**src/rtl/mem_bus_arbiter.sv**
```systemverilog
// mem_bus_arbiter
//   Shares one memory bus between the icache fetch path and the dcache path.
//   A round-robin choice between the two requesters is made combinationally
//   each cycle and driven onto proc2mem_*. Each accepted load records its tag
//   owner so that returned data can be routed back to the right cache.
//
// Ports
//   clock, reset           system clock, synchronous active-low reset
//   icache_command/addr    icache request (only BUS_LOAD is acted on)
//   dcache_command/addr/data  dcache request (load or store)
//   icache_gnt/dcache_gnt  request accepted this cycle
//   gnt_tag                accept tag of this cycle (mem2proc_response)
//   proc2mem_*             bus command/address/store data
//   mem2proc_response      accept tag from memory, 0 = reject
//   mem2proc_data/tag      returned load data and its tag, tag 0 = none
//   icache/dcache_rsp_valid  returned data belongs to that cache
//   rsp_tag/rsp_data       tag and data of the returned load
//   outstanding            number of loads in flight
//   spurious_tag           sticky: data returned for a tag nobody owns
//   gnt_debug              {dcache_sel, icache_sel} this cycle
module mem_bus_arbiter #(
    parameter int unsigned MAX_OUTSTANDING = 8,
    parameter int unsigned TAG_W           = 4,
    parameter int unsigned XLEN            = 32
) (
    input  logic             clock,
    input  logic             reset,
    input  logic [1:0]       icache_command,
    input  logic [XLEN-1:0]  icache_addr,
    input  logic [1:0]       dcache_command,
    input  logic [XLEN-1:0]  dcache_addr,
    input  logic [63:0]      dcache_data,
    output logic             icache_gnt,
    output logic             dcache_gnt,
    output logic [TAG_W-1:0] gnt_tag,
    output logic [1:0]       proc2mem_command,
    output logic [XLEN-1:0]  proc2mem_addr,
    output logic [63:0]      proc2mem_data,
    input  logic [TAG_W-1:0] mem2proc_response,
    input  logic [63:0]      mem2proc_data,
    input  logic [TAG_W-1:0] mem2proc_tag,
    output logic             icache_rsp_valid,
    output logic             dcache_rsp_valid,
    output logic [TAG_W-1:0] rsp_tag,
    output logic [63:0]      rsp_data,
    output logic [3:0]       outstanding,
    output logic             spurious_tag,
    output logic [1:0]       gnt_debug
);

    localparam logic [1:0] BUS_NONE  = 2'd0;
    localparam logic [1:0] BUS_LOAD  = 2'd1;
    localparam logic [1:0] BUS_STORE = 2'd2;
    localparam int unsigned NUM_TAGS = 1 << TAG_W;

    typedef enum logic {
        OWN_ICACHE = 1'b0,
        OWN_DCACHE = 1'b1
    } owner_t;

    logic [NUM_TAGS-1:0] tag_valid;
    owner_t              tag_owner [NUM_TAGS];
    owner_t              last_winner;
    logic [3:0]          count;
    logic                spurious;

    logic full, ic_cand, dc_cand, ic_sel, dc_sel;
    logic accept, acc_load, ret_hit, ret_spurious;
    owner_t ret_owner;

    always_comb begin
        full    = (count == 4'(MAX_OUTSTANDING));
        // An icache store is not a real request and is ignored.
        ic_cand = (icache_command == BUS_LOAD) && !full;
        dc_cand = ((dcache_command == BUS_LOAD) && !full) ||
                  (dcache_command == BUS_STORE);

        // On contention the requester that did not win last is chosen.
        ic_sel = ic_cand && (!dc_cand || (last_winner == OWN_DCACHE));
        dc_sel = dc_cand && !ic_sel;

        proc2mem_command = BUS_NONE;
        proc2mem_addr    = '0;
        proc2mem_data    = '0;
        if (ic_sel) begin
            proc2mem_command = BUS_LOAD;
            proc2mem_addr    = icache_addr;
        end else if (dc_sel) begin
            proc2mem_command = dcache_command;
            proc2mem_addr    = dcache_addr;
            proc2mem_data    = dcache_data;
        end

        accept   = (ic_sel || dc_sel) && (mem2proc_response != '0);
        acc_load = accept && (proc2mem_command == BUS_LOAD);

        ret_hit      = (mem2proc_tag != '0) && tag_valid[mem2proc_tag];
        ret_spurious = (mem2proc_tag != '0) && !tag_valid[mem2proc_tag];
        ret_owner    = tag_owner[mem2proc_tag];
    end

    assign icache_gnt       = ic_sel && accept;
    assign dcache_gnt       = dc_sel && accept;
    assign gnt_tag          = mem2proc_response;
    assign gnt_debug        = {dc_sel, ic_sel};
    assign icache_rsp_valid = ret_hit && (ret_owner == OWN_ICACHE);
    assign dcache_rsp_valid = ret_hit && (ret_owner == OWN_DCACHE);
    assign rsp_tag          = mem2proc_tag;
    assign rsp_data         = mem2proc_data;
    assign outstanding      = count;
    assign spurious_tag     = spurious;

    always_ff @(posedge clock) begin
        if (!reset) begin
            tag_valid   <= '0;
            count       <= '0;
            last_winner <= OWN_DCACHE;
            spurious    <= 1'b0;
        end else begin
            // Return clears first so a same-tag allocation in this cycle wins.
            if (ret_hit)
                tag_valid[mem2proc_tag] <= 1'b0;
            if (acc_load) begin
                tag_valid[mem2proc_response] <= 1'b1;
                tag_owner[mem2proc_response] <= dc_sel ? OWN_DCACHE : OWN_ICACHE;
            end
            if (accept)
                last_winner <= dc_sel ? OWN_DCACHE : OWN_ICACHE;
            if (ret_spurious)
                spurious <= 1'b1;
            unique case ({acc_load, ret_hit})
                2'b10:   count <= count + 4'd1;
                2'b01:   count <= count - 4'd1;
                default: count <= count;
            endcase
        end
    end

endmodule

```
**config.mk**
```make
export PLATFORM = sky130hd
export DESIGN_NAME = mem_bus_arbiter
export DESIGN_NICKNAME = d
export VERILOG_FILES = /design/src/rtl/mem_bus_arbiter.sv
export SDC_FILE = /design/constraint.sdc
export NUM_CORES = 1
export LEC_CHECK = 0
export ABC_AREA = 1
export CORE_AREA = 4 4 147 149
export CTS_CLUSTER_SIZE = 20
export DETAILED_ROUTE_END_ITERATION = 6
export DIE_AREA = 0 0 151 153
export HOLD_SLACK_MARGIN = 0.03
export PLACE_DENSITY = 0.57
export RECOVER_POWER = 50
export SLEW_MARGIN = 20
export SYNTH_ARGS = -nofsm -noshare
export SYNTH_HDL_FRONTEND = slang
export SYNTH_SLANG_ARGS = --single-unit
```
**constraint.sdc**
```tcl
create_clock -name clock -period 3.62 [get_ports clock]
set_input_delay 0.362 -clock clock [delete_from_list [all_inputs] [get_ports clock]]
set_output_delay 0.362 -clock clock [all_outputs]
set_load 0.02 [all_outputs]
```
After elaboration in Yosys (flattened, before gate mapping)
Memory sizes are Yosys's and may differ from the RTL's.
Index checks and enable logic that the tools add are counted.
{"block": "word_totals", "ff_bits": 22, "mem_bits_rw": 16, "inputBits": 206, "out_inout_bits": 181, "n_memories": 1}
{"block": "op_classes", "addsub": 2, "n_lt_le_gt_ge": 4, "n_eq_ne": 7, "muxes": 20, "n_bitwise": 4, "reduce_logical": 24}
{"name": "tag_owner", "depth": 16, "width": 1, "read_ports": 1, "rd_clocked_by_memory_dff": 0, "wr": 1, "line": "62", "rtl": "owner_t tag_owner [NUM_TAGS];"}
{"cell": "2-to-1 mux 64 bit", "count": 2}
{"cell": "2-to-1 mux 32 bit", "count": 2}
{"cell": "2-to-1 mux 16 bit", "count": 3}
{"cell": "bitwise AND 16 bit", "count": 1}
{"cell": "NOT 16 bit", "count": 1}
{"cell": "bitwise OR 16 bit", "count": 1}
{"cell": "logical AND 1 bit", "count": 14}
{"cell": "< comparator 4 x 5 -> 1 bit (second input constant)", "count": 2}
{"cell": "demux 1 bit (select 4 bit)", "count": 2}
{"cell": "equality test 2 x 1 -> 1 bit (second input constant)", "count": 4}
{"cell": "greater-or-equal comparator 4 x 1 -> 1 bit (second input constant)", "count": 2}
{"cell": "case mux 4 bit (2 select lines)", "count": 1}
{"cell": "nonzero test 4 bit", "count": 2}
{"cell": "2-to-1 mux 1 bit", "count": 7}
{"cell": "adder 4 x 1 -> 4 bit (second input constant)", "count": 1}
{"cell": "binary-select mux 1 bit (select 4 bit)", "count": 1}
{"cell": "equality test 2 bit (second input constant)", "count": 2}
{"cell": "equality test 4 bit (second input constant)", "count": 1}
{"cell": "logical NOT 1 bit", "count": 4}
{"cell": "2-to-1 mux 2 bit", "count": 2}
{"cell": "subtractor 4 x 1 -> 4 bit (second input constant)", "count": 1}
{"cell": "logical OR 1 bit", "count": 3}
{"cell": "nonzero test 2 bit", "count": 1}
{"cell": "NOT 1 bit", "count": 1}

Longest topological paths before layout
{"block": "depth", "word_depth": 16, "mapped_depth": 19, "depth_no_buf": 19}

Worst setup path before layout
Ideal clock, no wire load.
{"block": "synth_timing", "path_kind": "register -> register", "startpoint": "reg count[0] (netlist: outstanding[0])", "endpoint": "reg count[2] (netlist: outstanding[2])", "t_arrival_ps": 2283, "required_ps": 3505, "slack_ps": 1222, "stages_incl_launch_ff": 17, "synth_period_minus_slack_ps": 2398, "cell_sequence": "dfxtp_1 > nor2_1 > nand3_2 > nand2_2 > nand2_2 > nand2_2 > nand2_2 > nand2_2 > buf_6 > nand2_1 > ha_1 > xor2_1 > ha_1 > a21oi_1 > xor2_1 > o21ai_0 > inv_1"}
{"block": "synth_between", "elab_chain_cells": 15}
{"item": "start: declaration", "line": "64", "rtl": "logic [3:0] count;"}
{"item": "start signal: assignment", "line": "132", "rtl": "2'b10: count <= count + 4'd1;"}
{"item": "start signal: assignment", "line": "133", "rtl": "2'b01: count <= count - 4'd1;"}
{"item": "start signal: assignment", "line": "134", "rtl": "default: count <= count;"}
{"item": "equality test 4 bit *", "line": "72", "rtl": "full = (count == 4'(MAX_OUTSTANDING));"}
{"item": "logical NOT 1 bit *", "line": "74, 75"}
{"item": "logical AND 1 bit", "line": "75", "rtl": "dc_cand = ((dcache_command == BUS_LOAD) && !full) ||"}
{"item": "logical OR 1 bit", "line": "75"}
{"item": "logical NOT 1 bit", "line": "79", "rtl": "ic_sel = ic_cand && (!dc_cand || (last_winner == OWN_DCACHE));"}
{"item": "logical OR 1 bit", "line": "79"}
{"item": "logical AND 1 bit", "line": "79"}
{"item": "logical NOT 1 bit", "line": "80", "rtl": "dc_sel = dc_cand && !ic_sel;"}
{"item": "logical AND 1 bit", "line": "80"}
{"item": "2-to-1 mux 2 bit", "line": "88", "rtl": "end else if (dc_sel) begin"}
{"item": "2-to-1 mux 2 bit *", "line": "85", "rtl": "if (ic_sel) begin"}
{"item": "net proc2mem_command[0]", "line": "36", "rtl": "output logic [1:0] proc2mem_command,"}
{"item": "equality test 2 x 1 -> 1 bit *", "line": "95", "rtl": "acc_load = accept && (proc2mem_command == BUS_LOAD);"}
{"item": "logical AND 1 bit *", "line": "95"}
{"item": "equality test 2 x 1 -> 1 bit or equality test 2 bit (tied branches)", "line": "131", "rtl": "unique case ({acc_load, ret_hit})"}
{"item": "case mux 4 bit (2 select lines) or nonzero test 2 bit (tied branches)"}
Mark *: on every way through the listed nets, which the timed path passes. The rest lies on a longest branch.
A chain may end at the register's enable or synchronous reset.

Final worst setup path
{"block": "layout_timing", "startpoint": "in mem2proc_tag[0]", "endpoint": "out dcache_rsp_valid"}
{"block": "layout_between", "elab_chain_cells": 4}
{"item": "start: declaration", "line": "41", "rtl": "input logic [TAG_W-1:0] mem2proc_tag,"}
{"item": "binary-select mux 1 bit (select 4 bit)", "line": "97", "rtl": "ret_hit = (mem2proc_tag != '0) && tag_valid[mem2proc_tag];"}
{"item": "2-to-1 mux 1 bit (implied by the code)", "line": "97"}
{"item": "logical AND 1 bit", "line": "97"}
{"item": "logical AND 1 bit *", "line": "107", "rtl": "assign dcache_rsp_valid = ret_hit && (ret_owner == OWN_DCACHE);"}
{"item": "end: declaration", "line": "43", "rtl": "output logic dcache_rsp_valid,"}
Mark *: on every way between the ends. The rest lies on a longest branch, timed or not. The select of a mux whose other input is x is not followed.

==> out/summary.txt <==
Status: finished, final reports clean
Req. time, crit path: 3260 ps
CORE AREA: 20200 sq um
Critical path endpoint category: output pin
Total of max-cap violations: 0
Data arrival, critical path: 2950 ps
DP Area: 6050 sq um
Initial DRT Pass Iterations: 4
N_diodes: 0
Critical Path Sink: dcache_rsp_valid
Top Metal Used: met4
Starting density of the core: 0.186
Routed met1 length: 6530 microns
Distinct cells, synth: 24
VDD IR max: 0.210 mV
Reg2reg setup slack: 1260 ps
Synth Area in Simple Gates: 0.386
Final Hold Viols: 0
Initial antenna violation count: 0
Setup repair bufs after CTS: 0
GRT Util Overall: 0.153
Max-slew violation count: 0
Die ar.: 23100 sq um
Largest net degree at the start of global routing: 67
Fmax: 0.302 GHz
Area of the multi-input gates: 1640 sq um
IO Count: 387
Gate power share: 0.418
Num rows: 52
Metal3 WL: 3400 microns
DR vias: 4145
Cts repair resizes: 0
Detailed-route wire length: 18700 microns
Synth Register Bits: 38
Grt ovf: 0
Leading cell types by count after synthesis: 207 x nand2_1, 118 x inv_1, 115 x nor2_1
Class of the worst hold path: flop to flop
RR Endpoint: outstanding[2]$_SDFFE_PN0P_
Layout cells sized above 1: 0.0399
Clock Skew: 7.85 ps
1st-iter DRT viols: 181
Synth Net Count: 858
Worst-skew pair later-pin latency: 280 ps
Mux cell area share after synthesis: 0
Routed Antenna Nets: 0
Final std cells w/o fill: 1098
Routed wire length on met2: 8410 microns
Adder-Cell Fraction of Synth Area: 0.0100
Top-count cell post-synth: nand2_1
Switching Power: 0.536 mW
Vias in the first global route: 4046
Fill count: 2271
Synth top area share: 0.208
RSZ-0062 raised after global routing: false
Static leakage: 3.11 nW
Chip Width: 151 microns
Bufs on Longest Clock Path: 2
Synth async-reset ratio: 0
Placer Congestion: 0.883
Top cell type by total area after synthesis: nand2_1
Post-route DRC: 0
Slew HR: 0.506
Post-synthesis xor/xnor area fraction: 0.00702
Post-synthesis compound-gate area fraction: 0.0361
Switching Fraction: 0.319
Num CTS Buffers: 5
Slew @ Worst Pin: 739 ps
WHS: 430 ps
Final min period: 3310 ps
Clk pwr share: 0.304
First-pass GRT wire length: 26300 microns
Die height: 153 microns
CTS Sinks: 38
Dpl hpwl: 16400 microns
Power Dens Cells: 271 nW/um^2
P_int: 1.14 mW
Final nets: 1036
CTS tree: yes
Area delta synth->final: 65.8%
Sequential power share: 0.278
CP Launch Point: mem2proc_tag[0]
Post-synth EDFFs: 16
Setup_tns: 0 ps
Period utilisation layout: 0.914
Clock slew at reported path FFs: 50 ps
Port bufs: 258
Pre-CTS setup slack: 357 ps
Reg area: 921 sq um
Synth top area cells: nand2_1 21%, buf_4 16%, edfxtp_1 13%, inv_1 12%, dfxtp_1 12%
Utilization after layout: 0.308
Clock Tree Root: clkbuf_16
Largest family of logic cells by synthesized area: simple AND/OR/NAND/NOR gates
H-Tree Level Count: 2
Wire length per cell: 17.0 microns
Routed vias/inst: 3.78
Synthesis warning total: 0
Worst R2R Path Depth: 15
Setup violators final: 0
Worst r2r src: outstanding[1]$_SDFFE_PN0P_
Mean Syn Cell Area: 5.77 sq um
Placed cells: 1090
Pwr Total: 1.68 mW
Mapped Area: 3740 sq um
Worst Setup Start Kind: input pin
Min setup slack post-route: 312 ps
Syn Inst Count: 649
Hold buffers post-CTS: 0
Commonest register cell after synthesis: dfxtp_1
Post-synthesis sequential area ratio: 0.246
Final Cell Area: 6210 sq um
Crit Path Max Fanout: 13
Kind of critical path: input pin to output pin
## power by group through the flow
| stage | clock, mW | sequential [mW] | combinational (mW) |
|---|---|---|---|
| 6_report | 0.511 | 0.467 | 0.703 |
| 5_1_grt | 0.538 | 0.469 | 0.757 |
| 4_1_cts | 0.518 | 0.467 | 0.722 |
| 3_5_place_dp | 0 | 0.476 | 0.719 |
| 3_3_place_gp | 0 | 0.476 | 0.718 |
| 2_1_floorplan | 0 | 0.479 | 0.415 |
## sequential cells by signal, summed over array words and instances, names as in the netlist
signal,flops
last_winner,1
outstanding,4
spurious_tag,1
tag_owner,16
tag_valid,16
## metal layers
layer  GRT usage  up-vias
met5           0        -
li1            -     2190
met1       0.156     1744
met2       0.248      185
met4      0.0298        0
met3       0.120       26
## worst max-delay path: stages
cell             delay (ps)
dlygate4sd3_1           850
inv_2                   180
nor2_1                  400
a22oi_1                 120
nand2_1                 100
nand2_1                  50
nand2_1                  90
nor2_1                   50
nor2_1                  120
clkdlybuf4s50_1         620
## logic make-up after synthesis
kind of cell / after synthesis
simple gates: 362
buf+inv: 219
flops: 38
compound gates: 23
xor+xnor: 3
fa+ha+maj: 3
other cells: 1
## worst min-delay path by stage
stage	start	end	slack, ps	cells past startpoint
floorplan	tag_valid[0]$_SDFF_PN0_	tag_valid[0]$_SDFF_PN0_	410	2
global placement	tag_valid[0]$_SDFF_PN0_	tag_valid[0]$_SDFF_PN0_	420	2
detailed placement	tag_valid[0]$_SDFF_PN0_	tag_valid[0]$_SDFF_PN0_	420	2
CTS	tag_valid[0]$_SDFF_PN0_	tag_valid[0]$_SDFF_PN0_	430	2
global route	tag_valid[0]$_SDFF_PN0_	tag_valid[0]$_SDFF_PN0_	470	2
finish	tag_valid[0]$_SDFF_PN0_	tag_valid[0]$_SDFF_PN0_	430	2
## layout make-up
cell class,instances,share of cell area
inverters,122,0.0738
clock buffers,7,0.0230
repair buffers,268,0.432
flip-flops and latches,38,0.148
clock inverters,1,0.00484
multi-input cells,392,0.264
well taps,270,0.0544
## cells in the final DEF (no fill, tap or decap), types with 5 or more instances in the layout
| cell | count |
|---|---|
| a21oi_1 | 5 |
| a22oi_1 | 8 |
| buf_4 | 12 |
| clkbuf_16 | 5 |
| clkdlybuf4s50_1 | 233 |
| dfxtp_1 | 22 |
| dlygate4sd3_1 | 17 |
| edfxtp_1 | 16 |
| inv_1 | 118 |
| nand2_1 | 210 |
| nand3_1 | 13 |
| nand4_1 | 16 |
| nor2_1 | 115 |
| o21ai_0 | 10 |
No activity file was read; power rests on OpenSTA's default activity.
